$ cat src/rtl/flag_quad_anim.sv
// ============================================================================
// Module   : flag_quad_anim
// Brief    : Animated four-quadrant flag with a pulsing white star at the
//            centre and optional rotation of the quadrant colours.
// Revision : 1.0 - initial release
// ============================================================================
`timescale 1ns/1ps
`default_nettype none

module flag_quad_anim #(
  parameter int                   COLOR_W    = 6,
  parameter int                   CX         = 320,
  parameter int                   CY         = 240,
  parameter int                   RMIN       = 40,
  parameter int                   RMAX       = 200,
  parameter int                   STEP       = 8,
  parameter int                   HOLD       = 30,
  parameter int                   ROT_FRAMES = 60,
  parameter logic [COLOR_W-1:0]   WHITE      = 6'b111111,
  parameter logic [COLOR_W-1:0]   Q0         = 6'b000000,
  parameter logic [COLOR_W-1:0]   Q1         = 6'b001100,
  parameter logic [COLOR_W-1:0]   Q2         = 6'b101010,
  parameter logic [COLOR_W-1:0]   Q3         = 6'b100110
) (
  input  logic               clk,
  input  logic               reset,
  input  logic [9:0]         pix_x,
  input  logic [9:0]         pix_y,
  input  logic [1:0]         mode,
  output logic [COLOR_W-1:0] color
);

  localparam int HOLD_W = (HOLD > 1) ? $clog2(HOLD) : 1;
  localparam int ROT_W  = (ROT_FRAMES > 1) ? $clog2(ROT_FRAMES) : 1;

  localparam logic [9:0]        c_CX      = 10'(CX);
  localparam logic [9:0]        c_CY      = 10'(CY);
  localparam logic [7:0]        c_RMIN    = 8'(RMIN);
  localparam logic [7:0]        c_RMAX    = 8'(RMAX);
  localparam logic [7:0]        c_STEP8   = 8'(STEP);
  localparam logic [8:0]        c_STEP9   = 9'(STEP);
  localparam logic [HOLD_W-1:0] c_HOLD_M1 = HOLD_W'(HOLD - 1);
  localparam logic [ROT_W-1:0]  c_ROT_M1  = ROT_W'(ROT_FRAMES - 1);

  typedef enum logic [1:0] {
    S_GROW     = 2'd0,
    S_HOLD_MAX = 2'd1,
    S_SHRINK   = 2'd2,
    S_HOLD_MIN = 2'd3
  } state_t;

  // Animation state
  state_t             r_state;
  logic [7:0]         r_radius;
  logic [HOLD_W-1:0]  r_hold;
  logic [1:0]         r_rot;
  logic [ROT_W-1:0]   r_rot_cnt;
  logic [9:0]         r_prev_x;
  logic [9:0]         r_prev_y;

  // Next-state values
  state_t             w_state_nxt;
  logic [7:0]         w_radius_nxt;
  logic [HOLD_W-1:0]  w_hold_nxt;
  logic [1:0]         w_rot_nxt;
  logic [ROT_W-1:0]   w_rot_cnt_nxt;

  // Pixel path
  logic               w_right;
  logic               w_bottom;
  logic [9:0]         w_dx;
  logic [9:0]         w_dy;
  logic [11:0]        w_dx12;
  logic [11:0]        w_dy12;
  logic [11:0]        w_dx4;
  logic [11:0]        w_dy4;
  logic [11:0]        w_r12;
  logic [11:0]        w_r_minus_dx;
  logic [11:0]        w_r_minus_dy;
  logic               w_hit;
  logic [1:0]         w_quad;
  logic [1:0]         w_sel;
  logic [COLOR_W-1:0] w_qcol;
  logic [COLOR_W-1:0] w_pix_color;

  // Frame event and pulse arithmetic
  logic               w_frame_evt;
  logic [8:0]         w_sum9;
  logic [8:0]         w_thr9;

  // Geometry: absolute distances to the centre, 12-bit products and star test
  always_comb begin
    w_right      = (pix_x >= c_CX);
    w_bottom     = (pix_y >= c_CY);
    w_dx         = w_right  ? (pix_x - c_CX) : (c_CX - pix_x);
    w_dy         = w_bottom ? (pix_y - c_CY) : (c_CY - pix_y);
    w_dx12       = {2'b00, w_dx};
    w_dy12       = {2'b00, w_dy};
    w_dx4        = {w_dx, 2'b00};
    w_dy4        = {w_dy, 2'b00};
    w_r12        = {4'd0, r_radius};
    // Differences are only consulted when dx<R and dy<R, so they never wrap
    w_r_minus_dx = w_r12 - w_dx12;
    w_r_minus_dy = w_r12 - w_dy12;
    w_hit        = (w_dx12 < w_r12) && (w_dy12 < w_r12) &&
                   ((w_dx4 < w_r_minus_dy) || (w_r_minus_dx > w_dy4));
  end

  // Quadrant index, rotated colour lookup and final pixel colour
  always_comb begin
    w_quad = 2'd0;
    case ({w_bottom, w_right})
      2'b00:   w_quad = 2'd0;
      2'b01:   w_quad = 2'd1;
      2'b11:   w_quad = 2'd2;
      default: w_quad = 2'd3;
    endcase
    w_sel  = w_quad + r_rot;
    w_qcol = Q0;
    case (w_sel)
      2'd0:    w_qcol = Q0;
      2'd1:    w_qcol = Q1;
      2'd2:    w_qcol = Q2;
      default: w_qcol = Q3;
    endcase
    w_pix_color = w_hit ? WHITE : w_qcol;
  end

  // Frame event: first cycle at (0,0) after any other coordinate
  always_comb begin
    w_frame_evt = (pix_x == 10'd0) && (pix_y == 10'd0) &&
                  !((r_prev_x == 10'd0) && (r_prev_y == 10'd0));
  end

  // Pulse FSM next-state: radius and hold counter evolve once per frame
  always_comb begin
    w_state_nxt  = r_state;
    w_radius_nxt = r_radius;
    w_hold_nxt   = r_hold;
    w_sum9       = {1'b0, r_radius} + c_STEP9;
    w_thr9       = {1'b0, c_RMIN} + c_STEP9;
    if (!mode[0]) begin
      w_radius_nxt = c_RMAX;
      w_state_nxt  = S_HOLD_MAX;
      w_hold_nxt   = c_HOLD_M1;
    end else begin
      case (r_state)
        S_GROW: begin
          if (w_sum9 >= {1'b0, c_RMAX}) begin
            w_radius_nxt = c_RMAX;
            w_hold_nxt   = c_HOLD_M1;
            w_state_nxt  = S_HOLD_MAX;
          end else begin
            w_radius_nxt = w_sum9[7:0];
          end
        end
        S_HOLD_MAX: begin
          if (r_hold == '0) w_state_nxt = S_SHRINK;
          else              w_hold_nxt  = r_hold - HOLD_W'(1);
        end
        S_SHRINK: begin
          // Clamp before subtracting so the radius cannot underflow
          if ({1'b0, r_radius} <= w_thr9) begin
            w_radius_nxt = c_RMIN;
            w_hold_nxt   = c_HOLD_M1;
            w_state_nxt  = S_HOLD_MIN;
          end else begin
            w_radius_nxt = r_radius - c_STEP8;
          end
        end
        S_HOLD_MIN: begin
          if (r_hold == '0) w_state_nxt = S_GROW;
          else              w_hold_nxt  = r_hold - HOLD_W'(1);
        end
        default: w_state_nxt = S_GROW;
      endcase
    end
  end

  // Rotation next-state: advance one quadrant every ROT_FRAMES frames
  always_comb begin
    w_rot_nxt     = r_rot;
    w_rot_cnt_nxt = r_rot_cnt;
    if (mode[1]) begin
      if (r_rot_cnt == c_ROT_M1) begin
        w_rot_cnt_nxt = '0;
        w_rot_nxt     = r_rot + 2'd1;
      end else begin
        w_rot_cnt_nxt = r_rot_cnt + ROT_W'(1);
      end
    end else begin
      w_rot_nxt     = 2'd0;
      w_rot_cnt_nxt = '0;
    end
  end

  // Registered pixel colour, one clock after the coordinate sample
  always_ff @(posedge clk) begin
    if (reset) color <= '0;
    else       color <= w_pix_color;
  end

  // Animation registers, committed only on frame events
  always_ff @(posedge clk) begin
    if (reset) begin
      r_radius  <= c_RMIN;
      r_state   <= S_GROW;
      r_hold    <= '0;
      r_rot     <= 2'd0;
      r_rot_cnt <= '0;
      r_prev_x  <= 10'd0;
      r_prev_y  <= 10'd0;
    end else begin
      r_prev_x <= pix_x;
      r_prev_y <= pix_y;
      if (w_frame_evt) begin
        r_radius  <= w_radius_nxt;
        r_state   <= w_state_nxt;
        r_hold    <= w_hold_nxt;
        r_rot     <= w_rot_nxt;
        r_rot_cnt <= w_rot_cnt_nxt;
      end
    end
  end

endmodule

`default_nettype wire

$ cat config.mk
export PLATFORM = sky130hd
export DESIGN_NAME = flag_quad_anim
export DESIGN_NICKNAME = d
export VERILOG_FILES = /design/src/rtl/flag_quad_anim.sv
export SDC_FILE = /design/constraint.sdc
export NUM_CORES = 1
export LEC_CHECK = 0
export CORE_AREA = 2 2 84 86
export DETAILED_ROUTE_END_ITERATION = 8
export DIE_AREA = 0 0 86 88
export DONT_BUFFER_PORTS = 1
export PLACE_DENSITY = 0.75
export SYNTH_ARGS = -nofsm -noshare
export SYNTH_HDL_FRONTEND = slang
export SYNTH_SLANG_ARGS = --single-unit
$ cat constraint.sdc
create_clock -name clk -period 5.5 [get_ports clk]
set_input_delay 1.375 -clock clk [delete_from_list [all_inputs] [get_ports clk]]
set_output_delay 1.375 -clock clk [all_outputs]
set_load 0.03 [all_outputs]
* Yosys cells after proc, flatten, opt, wreduce, memory -nomap -nowiden
Index checks and enable logic that the tools add are counted.
** Word-level totals
- Register bits :: 49
- Output and inout port bits :: 6
** Cells by class
- Magnitude comparators :: 8
- Reduce and logical (&&, ||, !) cells :: 20
- $add $sub $neg :: 12
- Equal/unequal tests :: 15
- Mux-type cells :: 24
** Operator list (count)
- zero test 10 bit :: 4
- two-way mux 8 bit :: 3
- subtractor 8 x 10 -> 11 bit :: 2
- less-than comparator 10 x 8 -> 1 bit :: 2
- two-way mux 10 bit :: 2
- two-way mux 5 bit :: 4
- two-way mux 6 bit :: 3
- case mux 6 bit (3 select lines) :: 1
- case mux 8 bit (2 select lines) :: 1
- inequality test 3 bit, second input constant :: 5
- case mux 5 bit (3 select lines) :: 1
- two-way mux 2 bit :: 7
- > comparator 12 bit :: 1
- less-than comparator 12 bit :: 1
- >= comparator 10 x 8 -> 1 bit, second input constant :: 1
- >= comparator 10 x 9 -> 1 bit, second input constant :: 1
- subtractor 10 x 8 -> 10 bit, second input constant :: 1
- subtractor 10 x 9 -> 10 bit, second input constant :: 1
- subtractor 8 x 10 -> 10 bit, first input constant :: 1
- subtractor 9 x 10 -> 10 bit, first input constant :: 1
- adder 8 x 4 -> 9 bit, second input constant :: 1
- >= comparator 9 x 8 -> 1 bit, second input constant :: 1
- == test 2 bit, second input constant :: 4
- <= comparator 8 x 6 -> 1 bit, second input constant :: 1
- other kinds (20) :: 29

* Longest topological paths before layout
- Depth in word-level cells :: 7
- Gate-level depth with buffers :: 23

* Worst setup path after synthesis
Ideal clock, no wire load.
- Path kind :: input port to flip-flop
- Start point :: input pix_x[7]
- End point :: register color[1]
- Arrival :: 5.426 ns
- Stages on the path :: 18
- Library setup time :: 0.133 ns
- Data required time :: 5.367 ns
- Setup slack :: -0.060 ns
- Cell sequence :: inv_1 > ha_1 > and2b_1 > a211oi_4 > mux2i_1 > ha_1 > inv_1 > or2_2 > maj3_1 > o21ai_0 > nand2_1 > ha_1 > o21ai_0 > nor2_1 > o41a_1 > or3_1 > o22ai_2 > o22ai_1
** On the way
- Word-level cells in the longest chain between the ends :: 7
** RTL lines
- from (decl) :: RTL line 27 : input logic [9:0] pix_x,
- subtractor 9 x 10 -> 10 bit (tied with other cells) :: RTL line 95 : w_dx = w_right ? (pix_x - c_CX) : (c_CX - pix_x);
- two-way mux 10 bit (tied with other cells) :: RTL line 95
- subtractor 8 x 10 -> 11 bit or case mux 2 bit (3 select lines) (tied branches) :: RTL line 103, 112
- > comparator 12 bit or adder 2 bit (tied branches) :: RTL line 106, 118
- logical OR 1 bit (tied with other cells) :: RTL line 106 : ((w_dx4 < w_r_minus_dy) || (w_r_minus_dx > w_dy4));
- logical AND 1 bit or case mux 6 bit (3 select lines) (tied branches) :: RTL line 105, 120
- two-way mux 6 bit (*) :: RTL line 126 : w_pix_color = w_hit ? WHITE : w_qcol;
- to (signal assigned) :: RTL line 200 : else color <= w_pix_color;
- to (decl) :: RTL line 30 : output logic [COLOR_W-1:0] color
Every way passes the cells marked *; elsewhere a longest branch is shown, timed or not.
A chain may end at the register's enable or synchronous reset.

* Worst setup path after layout
Ends and elaborated chain as after synthesis.

==> key figures <==
Setup path
  • Critical path fanouts, max: 4
  • Crit path buffers/inverters: 3
  • Setup Crit Path Kind: primary input to flip-flop
  • CP Launch Type: primary input
  • CP max stage delay: 0.42 ns
  • Critical Path Sink Type: flip-flop
  • Delay-heaviest family, CP: compound AO/OA/AOI/OAI gates
  • Slowest-stage cell, CP: o41a_1
  • CP Data Required Time: 5.68 ns
  • Critical path, cell by cell: inv_1 > ha_1 > and4b_4 > a211oi_4 > inv_1 > nor2_1 > xor2_1 > inv_1 > ha_1 > a21oi_1 > o21bai_1 > a21oi_2 > o31a_1 > nor2_1 > xnor2_1 > ha_1 > a211oi_2 > nor2_1 > o41a_1 > or3_1 > o22ai_4 > o22ai_1
  • Worst Path Arrival: between 5 and 6 ns

Detailed routing
  • Drt first pass iters: 4
  • Total Wirelength: 9344 µm
  • Via density per instance: 6.045
  • Vias: 3,464
  • ANT nets after route: 0
  • 1st-iter DRT viols: around 230
  • # DRC: 0
  • WL per Instance: approximately 16 µm

Logic synthesis
  • Cells after Synth: 473
  • Synth Area per Inst: 8.100 µm²
  • Ys async rst share: 0
  • Cell variety after synth: 63
  • Net Count, Synth: 551
  • Area share of the largest cell type after synthesis: 0.2299
  • Area contributors post-synth: dfxtp_1, ha_1, xnor2_1, nor2_1, a21oi_1
  • Most used DFF post-synth: dfxtp_1
  • Yosys Warn Count: 0
  • Most area-hungry cell type in the Yosys netlist: dfxtp_1
  • Mapped Area: 3831 µm²
  • Flops & latches, synth: between 40 and 50
  • Synth top cells by count: ha_1, nor2_1, dfxtp_1
  • Number of synthesized flops with an enable pin: 0
  • Register area share after synthesis: 0.2299

Clocking
  • Max clock buf depth: 2
  • CTS tree: done
  • Root buf cell: clkbuf_8
  • Clk sink count: 44
  • H-Tree Depth: 2
  • Inserted Clock Buffers: 5
  • Skew-Pair Late Insertion Delay: around 0.30 ns
  • Worst-path clk slew: 0.09 ns

Job
  • Max cap viols: 0

Timing
  • Final Max Tran Viols: 0
  • Post-route minimum period: 5.424 ns
  • Hold Fails Final Rpt: 0
  • Setup_tns: 0 ns
  • Slew @ Worst Pin: 0.9983 ns
  • Clk_skew: 0.01060 ns
  • Setup violators final: 0
  • Final worst-path cycle share: 0.9862
  • WHS: 0.5062 ns
  • Max Clk Rate: 0.1844 GHz
  • Worst rel slew slack: 0.3338

Global routing
  • GRT Resource Usage Total: 0.2514
  • Largest net degree at the start of global routing: 44
  • Vias in the first global route: roughly 3,300
  • First-pass GRT wire length: ~15,000 µm
  • Initial antenna violation count: 0
  • Residual overflow from global routing: 0

Power
  • P_leak: 0.001768 µW
  • Power Dens Cells: 209.1 nW/µm²
  • Sw Pwr: 278.7 µW
  • Combinational fraction of design power: 0.313
  • Clock share of power: 0.304
  • Maximum vdd drop: 0.1303 mV
  • P_int: 607.6 µW
  • Register share of total power: 0.382
  • Sw frac: 0.3144

Min path
  • Hold Path Class: flip-flop to flip-flop

Layout
  • Diodes inserted: 0
  • Fill count: 557
  • Fin nets: 570
  • Layout cell share with drive strength beyond 1: 0.1258
  • Final Core Density: 0.6379
  • Area Growth Syn to Fin: 10.61%

Place
  • Final Wtd Congestion: 0.9820
  • HPWL after detailed placement: approximately 7100 µm
  • # port buffers: 0

Floorplan
  • Row count: 30
  • Initial Util: 0.5766
  • Die W: approximately 86 µm
  • Core ar.: about 6600 µm²
  • Die area: 7568 µm²
  • Io pins: 30
  • Die height: 88 µm

Status
  • Status: finished, final reports clean
[power by group through the flow]
stage	sequential, µW	combinational (µW)	clock [µW]
2_1_floorplan	344	201	0
4_1_cts	339	263	276
3_5_place_dp	347	260	0
5_1_grt	340	310	293
3_3_place_gp	347	250	0
6_report	339	278	270
[through the flow]
| stage | total power, µW | instance area [µm²] | setup slack (ns) | std cells |
|---|---|---|---|---|
| finish | 886.3 | 4238 | 0.07597 | 573 |
| global route | 943.1 | 4238 | -0.08900 | 573 |
| CTS | 878.2 | 4169 | 0.1207 | 569 |
| detailed placement | 606.9 | 4048 | -0.1821 | 561 |
| global placement | 596.3 | 4048 | 0.03755 | 561 |
| floorplan | 545.0 | 3831 | 0.009078 | 473 |
[flip-flops by register name, indices dropped and copies added (netlist names)]
signal     count
color          4
r_hold         5
r_prev_x      10
r_prev_y      10
r_radius       5
r_rot          2
r_rot_cnt      6
r_state        2
[path summary, 6_finish.rpt]
| path | end | startpoint | slack, ns | depth (start not counted) |
|---|---|---|---|---|
| worst max-delay path | color[1] | pix_x[7] | 0.08 | 22 |
| worst min-delay path | r_rot[1] | r_rot[1] | 0.51 | 2 |
| worst max register to register | color[1] | r_radius[5] | 1.68 | 14 |
| worst min register to register | r_rot[1] | r_rot[1] | 0.51 | 2 |
[per-layer routing]
layer / GRT usage / part of all wire / routed length, µm
met1: 0.3263 / 0.45 / 4162
met2: 0.4200 / 0.47 / 4399
met3: 0.03959 / 0.054 / 503
met4: 0.09668 / 0.030 / 278
met5: 0 / 0 / 0
[worst min-delay path, delay by kind of cell, from the launching register on]
family	cells	cell delay, ns
compound gates	2	0.14
flops	1	0.34
[kinds of logic after synthesis]
group | after synthesis | share of synthesized area
AND/OR/NAND/NOR | 169 | 0.2312
XOR/XNOR | 36 | 0.08230
adder cells (fa/ha/maj) | 57 | 0.1848
AO/OA/AOI/OAI | 110 | 0.2018
buffers and inverters | 51 | 0.05389
flip-flops | 44 | 0.2299
multiplexers | 6 | 0.01600
[cells in the final DEF, fill, tap and decap left out, drive strengths merged, types with 5 or more instances in the layout]
master	netlist	final
o31ai	7	7
xnor2	27	27
mux2i	5	5
dfxtp	44	44
a21o	8	8
a211oi	8	8
nand2b	6	6
nor3	19	19
buf	8	31
nand4	8	8
ha	54	54
nor4	7	7
a21oi	30	30
and3	6	6
o21ai	21	21
nand3	11	11
clkbuf	11	6
nor2b	15	15
nor2	54	54
nand2	20	20
xor2	9	9
inv	32	32
[final cells by class]
type | count | area [µm²] | area share
sequential | 44 | 880.8 | 0.2079
tap | 80 | 100.1 | 0.02362
clock buffer | 6 | 82.58 | 0.01949
inverter | 32 | 120.1 | 0.02834
multi-input combinational | 378 | 2783 | 0.6566
clock inverter | 2 | 38.79 | 0.009153
timing repair buffer | 31 | 232.7 | 0.05492
[timing repair]
action                                 in CTS  in global routing
endpoints found under the hold margin       0                  0
setup endpoints to repair                   0                  4
setup buffers                               0                  4
hold buffers                                0                  0
resized for setup                           0                  7
Note: power is estimated with default switching activity, not from simulation.
